**config.mk**
```make
export PLATFORM = sky130hd
export DESIGN_NAME = debounce_edge
export DESIGN_NICKNAME = d
export VERILOG_FILES = /design/src/rtl/debounce_edge_pkg.sv /design/src/rtl/debounce_edge_sync_chain.sv /design/src/rtl/dff.sv /design/src/rtl/debounce_edge.sv
export SDC_FILE = /design/constraint.sdc
export NUM_CORES = 1
export LEC_CHECK = 0
export CAP_MARGIN = 20
export CORE_MARGIN = 5
export CORE_UTILIZATION = 25
export CTS_BUF_LIST = sky130_fd_sc_hd__clkbuf_4
export DETAILED_ROUTE_END_ITERATION = 8
export SETUP_SLACK_MARGIN = 0.4
export SYNTH_ARGS = -nofsm -noshare
export SYNTH_HDL_FRONTEND = slang
export SYNTH_SLANG_ARGS = --single-unit
export TNS_END_PERCENT = 50
```
**constraint.sdc**
```tcl
create_clock -name clk -period 1.2 [get_ports clk]
set_input_delay 0.18 -clock clk [delete_from_list [all_inputs] [get_ports clk]]
set_output_delay 0.18 -clock clk [all_outputs]
set_load 0.02 [all_outputs]
```
**src/rtl/debounce_edge_pkg.sv**
```systemverilog
// Shared state encoding and counter-width helper for the debounce_edge block.
package debounce_edge_pkg;

    typedef enum logic {
        ST_IDLE  = 1'b0,
        ST_CHECK = 1'b1
    } state_t;

    // Bits needed to hold 0..n, never less than one.
    function automatic int cnt_width(input int n);
        int w;
        w = 1;
        while ((1 << w) < (n + 1))
            w++;
        return w;
    endfunction

endpackage

```
**src/rtl/debounce_edge_sync_chain.sv**
```systemverilog
// Metastability synchroniser: a plain chain of dff primitives, nothing between stages.
module sync_chain #(
    parameter int SYNC_STAGES = 2
) (
    input  logic clk,
    input  logic rst,
    input  logic d,
    output logic q
);

    logic [SYNC_STAGES-1:0] stage;

    for (genvar i = 0; i < SYNC_STAGES; i++) begin : g_stage
        if (i == 0) begin : g_first
            dff u_dff (.clk(clk), .rst(rst), .d(d), .q(stage[0]));
        end else begin : g_next
            dff u_dff (.clk(clk), .rst(rst), .d(stage[i-1]), .q(stage[i]));
        end
    end

    assign q = stage[SYNC_STAGES-1];

endmodule

```
**src/rtl/dff.sv**
```systemverilog
// Single D flip-flop primitive with synchronous active-high clear.
module dff (
    input  logic clk,
    input  logic rst,
    input  logic d,
    output logic q
);

    always_ff @(posedge clk) begin
        if (rst)
            q <= 1'b0;
        else
            q <= d;
    end

endmodule

```
**src/rtl/debounce_edge.sv**
```systemverilog
// Debouncer: synchronises a raw input, qualifies changes with a stability
// counter, and drives a clean level plus one-cycle rise/fall pulses.
module debounce_edge
    import debounce_edge_pkg::*;
#(
    parameter int SYNC_STAGES   = 2,
    parameter int STABLE_CYCLES = 8
) (
    input  logic clk,
    input  logic rst,
    input  logic d_in,
    output logic q_out,
    output logic rise,
    output logic fall,
    output logic busy
);

    localparam int            CW   = cnt_width(STABLE_CYCLES);
    localparam logic [CW-1:0] LAST = CW'(STABLE_CYCLES - 1);

    state_t        state;
    logic [CW-1:0] cnt;
    logic          s;

    sync_chain #(.SYNC_STAGES(SYNC_STAGES)) u_sync (
        .clk(clk),
        .rst(rst),
        .d(d_in),
        .q(s)
    );

    // Commit is checked before the increment, so cnt never passes STABLE_CYCLES-1.
    always_ff @(posedge clk) begin
        if (rst) begin
            state <= ST_IDLE;
            cnt   <= '0;
            q_out <= 1'b0;
            rise  <= 1'b0;
            fall  <= 1'b0;
        end else begin
            rise <= 1'b0;
            fall <= 1'b0;
            case (state)
                ST_IDLE: begin
                    if (s != q_out) begin
                        if (STABLE_CYCLES == 1) begin
                            q_out <= s;
                            rise  <= s;
                            fall  <= ~s;
                            cnt   <= '0;
                        end else begin
                            state <= ST_CHECK;
                            cnt   <= CW'(1);
                        end
                    end else begin
                        cnt <= '0;
                    end
                end
                ST_CHECK: begin
                    if (s == q_out) begin
                        state <= ST_IDLE;
                        cnt   <= '0;
                    end else if (cnt == LAST) begin
                        q_out <= s;
                        rise  <= s;
                        fall  <= ~s;
                        state <= ST_IDLE;
                        cnt   <= '0;
                    end else begin
                        cnt <= cnt + 1'b1;
                    end
                end
                default: begin
                    state <= ST_IDLE;
                    cnt   <= '0;
                end
            endcase
        end
    end

    assign busy = (state == ST_CHECK);

endmodule
```
After elaboration in Yosys (flattened, before gate mapping)
Index checks and enable logic that the tools add are counted.
Storage, ports and cells
  latch bits: 0
  register bits: 10
  bits in writable memories: 0
  output and inout port bits: 4
  memories kept: 0
  bits in read-only memories: 0
  bits of input ports: 3
Operators by class
  reduce and logical (&&, ||, !) cells: 2
  $mul: 0
  equality and inequality tests: 3
  bitwise operators: 4
  shift-type cells: 0
  mux-type cells: 8
  $lt $le $gt $ge: 0
  div/mod/pow operators: 0
  $add $sub $neg: 1
Operators by type and width (count)
  two-way mux 4 bit: 2
  one-hot mux 4 bit (2 select lines): 1
  adder 4 x 1 -> 4 bit, second input constant: 1
  equality test 4 x 3 -> 1 bit, second input constant: 1
  two-way mux 1 bit: 4
  inverter 1 bit: 4
  OR reduction 4 bit: 1
  AND reduction 3 bit: 1
  one-hot mux 1 bit (2 select lines): 1
  equality test 1 bit: 1
  inequality test 1 bit: 1

Logic depth before layout (Yosys ltp)
Gate-level depths: netlist of the first run.
  word-level depth: 4
  gate-level depth with buffers: 4
  mapped depth without buffers: 4

Modules after synthesis
Synthesis of the first run repeated with hierarchy kept, for this count alone.
Second synthesis, totals
  cell total of the unflattened synthesis: 31
  area, all modules: 387.9 um2
Modules (own cells, without submodules)
  debounce_edge: seq. area each 160.2 um2, cells an instance 27, times used 1, area an instance 320.3 um2
  dff: seq. area each 20.0 um2, cells an instance 2, times used 2, area an instance 33.8 um2

Worst setup path after synthesis of the first run
OpenSTA, ideal clock, no wires.
  kind: register to register
  start point: reg cnt[0]
  end point: reg cnt[0]
  buffers on the path: 0
  setup time: 129 ps
  stages on the path, launching flop included: 5
  setup slack: -41 ps
  arrival: 1111 ps
  clock period less this slack: 1241 ps
  required time: 1071 ps
  cell sequence: dfxtp_1 > ha_1 > nand4b_4 > and3b_2 > a21boi_4
Between the ends
  longest elaborated chain between the ends: 4
  elaborated cells between the ends (all ways): 5
  classes of those cells: 1 x add/sub; 1 x eq/ne; 3 x mux
Ends and longest elaborated chain
  start, declared: RTL line debounce_edge.sv:22  | logic [CW-1:0] cnt;
  start signal, assigned: RTL line debounce_edge.sv:70  | cnt <= cnt + 1'b1;
  adder 4 x 1 -> 4 bit or equality test 4 x 3 -> 1 bit (tied branches): RTL line debounce_edge.sv:70, debounce_edge.sv:63
  two-way mux 4 bit (*): RTL line debounce_edge.sv:63  | end else if (cnt == LAST) begin
  two-way mux 4 bit (*): RTL line debounce_edge.sv:60  | if (s == q_out) begin
  one-hot mux 4 bit (2 select lines) (*): RTL line debounce_edge.sv:43  | case (state)
Every way passes the cells marked *; elsewhere a longest branch is shown, timed or not.
A chain may end at the register's enable or synchronous reset.

Worst setup path after layout of the first run
Ends and elaborated chain as after synthesis.

==> results of run 1 <==
-- flip-flops by register name, indices dropped and copies added (netlist names) --
signal,flops
busy,1
cnt,4
fall,1
q_out,1
rise,1
u_sync.g_stage.g_first.u_dff.q,1
u_sync.g_stage.g_next.u_dff.q,1
-- cell usage in the layout, fill, tap and decap left out, types with 2 or more instances in the layout --
cell / Yosys / routed
nor2b_1: 2 / 2
buf_6: 0 / 4
buf_4: 0 / 5
nor2_1: 5 / 5
dfxtp_1: 10 / 4
clkdlybuf4s50_1: 0 / 2
clkbuf_4: 0 / 4
mux2i_1: 2 / 2
dfxtp_2: 0 / 5
nor4b_1: 2 / 2
-- per-stage QoR --
| step | power [mW] | utilization | setup slack, ps |
|---|---|---|---|
| finish | 0.615 | 0.382 | 115 |
| floorplan | 0.356 | - | 119 |
| CTS | 0.629 | 0.375 | 111 |
| detailed placement | 0.372 | 0.340 | 42.8 |
| global route | 0.655 | 0.382 | 73.1 |
| global placement | 0.372 | 0.340 | 48.4 |
-- power by group through the flow --
stage                     registers (mW)  clock network (mW)  logic [mW]
after CTS                          0.338               0.263      0.0274
after global placement             0.347                   0      0.0252
after global routing               0.339               0.285      0.0302
after floorplan                    0.348                   0     0.00760
after detailed placement           0.347                   0      0.0253
final                              0.339               0.248      0.0276
-- worst paths after layout --
path,to,cells after the start,from
worst min register to register,u_sync.g_stage[1].g_next.u_dff.q$_SDFF_PP0_,1,u_sync.g_stage[0].g_first.u_dff.q$_SDFF_PP0_
worst max register to register,cnt[0]$_SDFF_PP0_,4,cnt[0]$_SDFF_PP0_
worst max-delay path,cnt[0]$_SDFF_PP0_,4,cnt[0]$_SDFF_PP0_
worst min-delay path,u_sync.g_stage[1].g_next.u_dff.q$_SDFF_PP0_,1,u_sync.g_stage[0].g_first.u_dff.q$_SDFF_PP0_
-- kinds of logic after synthesis --
group	count (synthesis)	synth area share
compound gates	2	0.0638
xor+xnor	2	0.0470
fa+ha+maj	1	0.0336
flops	10	0.537
mux	2	0.0537
simple gates	14	0.265
-- worst max-delay path: cells and delay by family (launching register included) --
kind,cells,cell delay (ps)
fa+ha+maj,1,150
compound gates,1,130
flops,1,360
simple gates,2,350
-- metal layers --
metal	vias up	global-route usage
li1	136	-
met5	-	0
met1	112	0.0616
met3	0	0.0460
met4	0	0.0135
met2	3	0.0717
-- timing repair --
item	in CTS	in global routing
setup buffers	2	0
hold buffers	0	0
gates resized for setup	22	6
pin swaps	1	1
setup endpoints to repair	12	12
-- cell type report --
cell class	instances	share of cell area
tap	16	0.0360
clock buffer	4	0.0541
multi-input combinational	21	0.347
timing repair buffer	11	0.185
sequential	10	0.378
==> run_results.csv, run 1 <==
group,metric,value,unit
run_status,status,"finished, final reports clean",
flow_run,drv_cap,0,
synthesis,synth.cell_area,373,µm²
detailed_routing,drt-met1-wl,296,µm
critical_path,start_kind,"register",
synthesis,synth_common_cells,"10 x dfxtp_1, 5 x nor2_1, 2 x mux2i_1, 2 x nor2b_1, 2 x nor4b_1",
synthesis,yosys.area.top_type_share,0.537,
place,post-dp-hpwl,432,µm
synthesis,ys_types,15,
grt,grt_start_max_net_pins,7,
grt,grt_overflow,0,
pwr,p_per_area,1110,nW/µm²
die,die_w,48.6,µm
detailed_routing,wl_met3,22,µm
detailed_routing,top_layer,"met3",
critical_path,rrSetupSlack,120,ps
die,die_area,2360,µm²
die,core_area,1450,µm²
pwr,p_seq_frac,0.552,
detailed_routing,drt-total-wl,596,µm
timing,slew_headroom,0.832,
timing,tns,0,ps
grt,antenna_found_initial,0,
pwr,p_sw,111,µW
detailed_routing,wl_per_cell,9.61,µm
critical_path,slowest_delay,360,ps
timing,setup_violations,0,
cells_and_area,synthToLayoutAreaGrowth,49.0,%
place,place_area,494,µm²
pwr,ir_drop,0.843,mV
clock_tree,cts_tree,"yes",
detailed_routing,met2WireLength,277,µm
detailed_routing,dr.pass1.iters,1,
critical_path,path_cells,"ha_4 -> nand4b_4 -> and3b_2 -> a21boi_4",
synthesis,synth_edf_count,0,
timing,min_period,1080,ps
timing,grt_setup_unrepaired,"yes",
timing,finalMaxSlewViolations,0,
cells_and_area,seq_area,210,µm²
clock_tree,clkSinkCount,10,
synthesis,yosysTopAreaCell,"dfxtp_1",
place,post-place-cells,56,
clock_tree,h-tree-depth,1,
timing,post-route-period-util,0.904,
timing,skew,11.4,ps
timing,hold_viol_final,0,
detailed_routing,drc,0,
die,floorplan.initialDensity,0.256,
cells_and_area,multi_input_area,193,µm²
cells_and_area,instances_no_fill,62,
place,portBuffers,6,
die,rows,14,
synthesis,synthesis.nets,35,
critical_path,slowest_stage,"dfxtp_4",
cells_and_area,fin_nets,51,
clock_tree,clock_latency,260,ps
hold_path,hold_path_class,"reg -> reg",
die,io_pins,7,
clock_tree,cts_root_buffer,"clkbuf_4",
pwr,pwr-share-clk,0.403,
timing,worstMarginPinSlew,248,ps
synthesis,ys_async_sr_fraction,0,
clock_tree,cts_buffers,3,
synthesis,yosys_warnings,0,
grt,grt_pass1_vias,236,
cells_and_area,postLayoutCellArea,556,µm²
detailed_routing,vias,251,
pwr,switching_share,0.181,
pwr,power_frac_comb,0.045,
synthesis,ys_ff_latch,10,
pwr,power.leakage,0.258,nW
synthesis,synth_most_common_cell,"dfxtp_1",
pwr,p_int,503,µW
synthesis,syn_avg_cell_area,12.0,µm²
die,die_y,48.6,µm
critical_path,path_class,"reg -> reg",
critical_path,cp_max_fo,4,
synthesis,synth.area.top_cells,"dfxtp_1 54%, nand4b_4 6.4%, mux2i_1 5.4%",
clock_tree,cts_buffer_depth,2,
critical_path,cp_data_arrival_time,1240,ps
grt,grt_pass1_wl,959,µm
detailed_routing,drt.antenna.violating_nets,0,
critical_path,worstPathRequired,1350,ps
cells_and_area,fill_cells,144,
clock_tree,clk_pin_slew,60,ps
synthesis,synthCells,31,
cells_and_area,drive_above_1_share,0.522,
timing,whs,435,ps
timing,max_freq,922,MHz
detailed_routing,via_per_inst,4.05,
grt,grt_usage,0.0529,
critical_path,setup.worst_path.end_class,"register",
cells_and_area,n_antenna_cell,0,
synthesis,ys.flop_type,"dfxtp_1",
detailed_routing,drt_iter0_drc,0,
synthesis,seq_area_frac_synth,0.537,
place,gp_congestion,0.689,
Power figures use the tool's default switching activity.
==> run 2: changes to the inputs <==
- CTS_BUF_LIST: sky130_fd_sc_hd__clkbuf_4 -> default
- SLEW_MARGIN: default -> 20
==> run 2 against run 1 <==
Net effect:
- utilization increased by 0.26 points
- sequential share of layout area decreased by 0.25 points
- flip-flop and latch count unchanged
==> run_results.csv, run 2 (synthesis results as in run 1) <==
group,metric,value,unit
timing,setup_violations,0,
detailed_routing,via_per_inst,4.08,
timing,grt_setup_unrepaired,"yes",
critical_path,rrSetupSlack,100,ps
die,die_area,2360,µm²
critical_path,worstPathRequired,1350,ps
clock_tree,clk_pin_slew,60,ps
pwr,ir_drop,0.908,mV
place,portBuffers,6,
clock_tree,cts_buffers,3,
timing,worstMarginPinSlew,256,ps
detailed_routing,drt.antenna.violating_nets,0,
cells_and_area,drive_above_1_share,0.511,
clock_tree,cts_buffer_depth,2,
pwr,pwr-share-clk,0.381,
grt,grt_start_max_net_pins,7,
cells_and_area,final_cell_mix,"6 x buf_4, 5 x nor2_1, 5 x dfxtp_2",
grt,antenna_found_initial,0,
timing,finalMaxSlewViolations,0,
critical_path,r2r_start,"cnt[1]$_SDFF_PP0_",
timing,max_freq,908,MHz
critical_path,cp_data_arrival_time,1250,ps
grt,grt_overflow,0,
die,io_pins,7,
clock_tree,holdBufCountCts,0,
hold_path,hp-start,"u_sync.g_stage[0].g_first.u_dff.q$_SDFF_PP0_",
die,die_y,48.6,µm
critical_path,path_class,"reg -> reg",
critical_path,rr_worst_depth,4,
timing,skew,11.5,ps
critical_path,path_cells,"ha_4 -> nand4b_4 -> and3b_2 -> a21boi_4",
critical_path,crit_family,"simple AND/OR/NAND/NOR gates",
pwr,power.total,593,µW
run_status,status,"finished, final reports clean",
critical_path,cp_max_fo,4,
grt,grt_usage,0.0574,
pwr,switching_share,0.189,
cells_and_area,synthToLayoutAreaGrowth,50.0,%
detailed_routing,vias,257,
cells_and_area,largest-register,"cnt",
critical_path,start_kind,"register",
pwr,p_sw,112,µW
pwr,power.leakage,0.260,nW
detailed_routing,drt-total-wl,667,µm
die,core_area,1450,µm²
hold_path,min_to,"u_sync.g_stage[1].g_next.u_dff.q$_SDFF_PP0_",
cells_and_area,fill_cells,148,
critical_path,slowest_delay,350,ps
detailed_routing,drc,0,
place,post-dp-hpwl,432,µm
critical_path,r2r_end,"cnt[0]$_SDFF_PP0_",
timing,hold_viol_final,0,
place,post-place-cells,56,
pwr,p_int,481,µW
place,place_ws,42.8,ps
grt,grt_pass1_vias,251,
flow_run,drv_cap,0,
critical_path,slowest_stage,"dfxtp_2",
pwr,p_per_area,1060,nW/µm²
die,rows,14,
clock_tree,clock_latency,260,ps
pwr,power_frac_comb,0.047,
detailed_routing,wl_per_cell,10.6,µm
detailed_routing,dr.pass1.iters,2,
hold_path,hold_depth,1,
cells_and_area,fin_nets,52,
critical_path,path_buf_inv,0,
timing,layout_setup_ws,99.3,ps
cells_and_area,instances_no_fill,63,
hold_path,hold_path_class,"reg -> reg",
die,die_w,48.6,µm
critical_path,crit_cells,4,
cells_and_area,n_antenna_cell,0,
pwr,p_seq_frac,0.571,
timing,tns,0,ps
clock_tree,cts_tree,"yes",
place,gp_congestion,0.689,
die,floorplan.initialDensity,0.256,
cells_and_area,largest_reg_flops,4,
timing,post-route-period-util,0.917,
cells_and_area,layout_commonest_cell,"buf_4",
clock_tree,cts_root_buffer,"clkbuf_4",
critical_path,setup.worst_path.end_class,"register",
clock_tree,h-tree-depth,1,
detailed_routing,drt_iter0_drc,1,
clock_tree,clkSinkCount,10,
timing,slew_headroom,0.827,
timing,min_period,1100,ps
grt,grt_pass1_wl,1030,µm
run 2: power groups by stage:
stage | sequential (mW) | clock, mW | combinational [mW]
after floorplan | 0.348 | 0 | 0.00760
after global placement | 0.347 | 0 | 0.0252
after detailed placement | 0.347 | 0 | 0.0253
after CTS | 0.339 | 0.240 | 0.0277
after global routing | 0.339 | 0.263 | 0.0307
final | 0.339 | 0.226 | 0.0281
run 2: timing repair:
action / 4_1_cts / 5_1_grt
buffers inserted: 2 / 1
pin swaps: 2 / 3
setup endpoints to repair: 12 / 12
gates resized for setup: 21 / 7
endpoints found under the hold margin: 0 / 0
run 2: metrics by stage:
step                      area (µm²)   util  hold WS (ps)
after floorplan                  392      -           252
after global placement           494  0.340           433
after detailed placement         494  0.340           430
after CTS                        541  0.372           443
after global routing             559  0.385           460
final                            559  0.385           436
run 2: cell type report:
| class | instances | area, µm² | share of cell area |
|---|---|---|---|
| flip-flops and latches | 10 | 210 | 0.376 |
| clock buffers | 4 | 26.3 | 0.0470 |
| multi-input cells | 21 | 193 | 0.345 |
| well taps | 16 | 20.0 | 0.0358 |
| repair buffers | 12 | 110 | 0.197 |
run 2: per-layer routing:
layer,global-route usage,vias up,wire length [µm]
li1,-,137,-
met1,0.0598,117,301
met2,0.0870,3,336
met3,0.0491,0,30
met4,0.0135,0,0
met5,0,-,0
run 2: how the worst max path moves through the flow:
stage | startpoint | to | slack, ps
floorplan | cnt[0]$_SDFF_PP0_ | cnt[0]$_SDFF_PP0_ | 120
global placement | rst | rise$_SDFF_PP0_ | 50
detailed placement | rst | rise$_SDFF_PP0_ | 40
CTS | cnt[0]$_SDFF_PP0_ | cnt[0]$_SDFF_PP0_ | 80
global route | cnt[1]$_SDFF_PP0_ | cnt[0]$_SDFF_PP0_ | 60
finish | cnt[1]$_SDFF_PP0_ | cnt[0]$_SDFF_PP0_ | 100
==> run 3: changes to the inputs <==
- CAP_MARGIN: 20 -> 15
- SLEW_MARGIN: 20 -> default
==> results of run 3 <==
Final layout, timing and power as in run 2 (identical DEF).
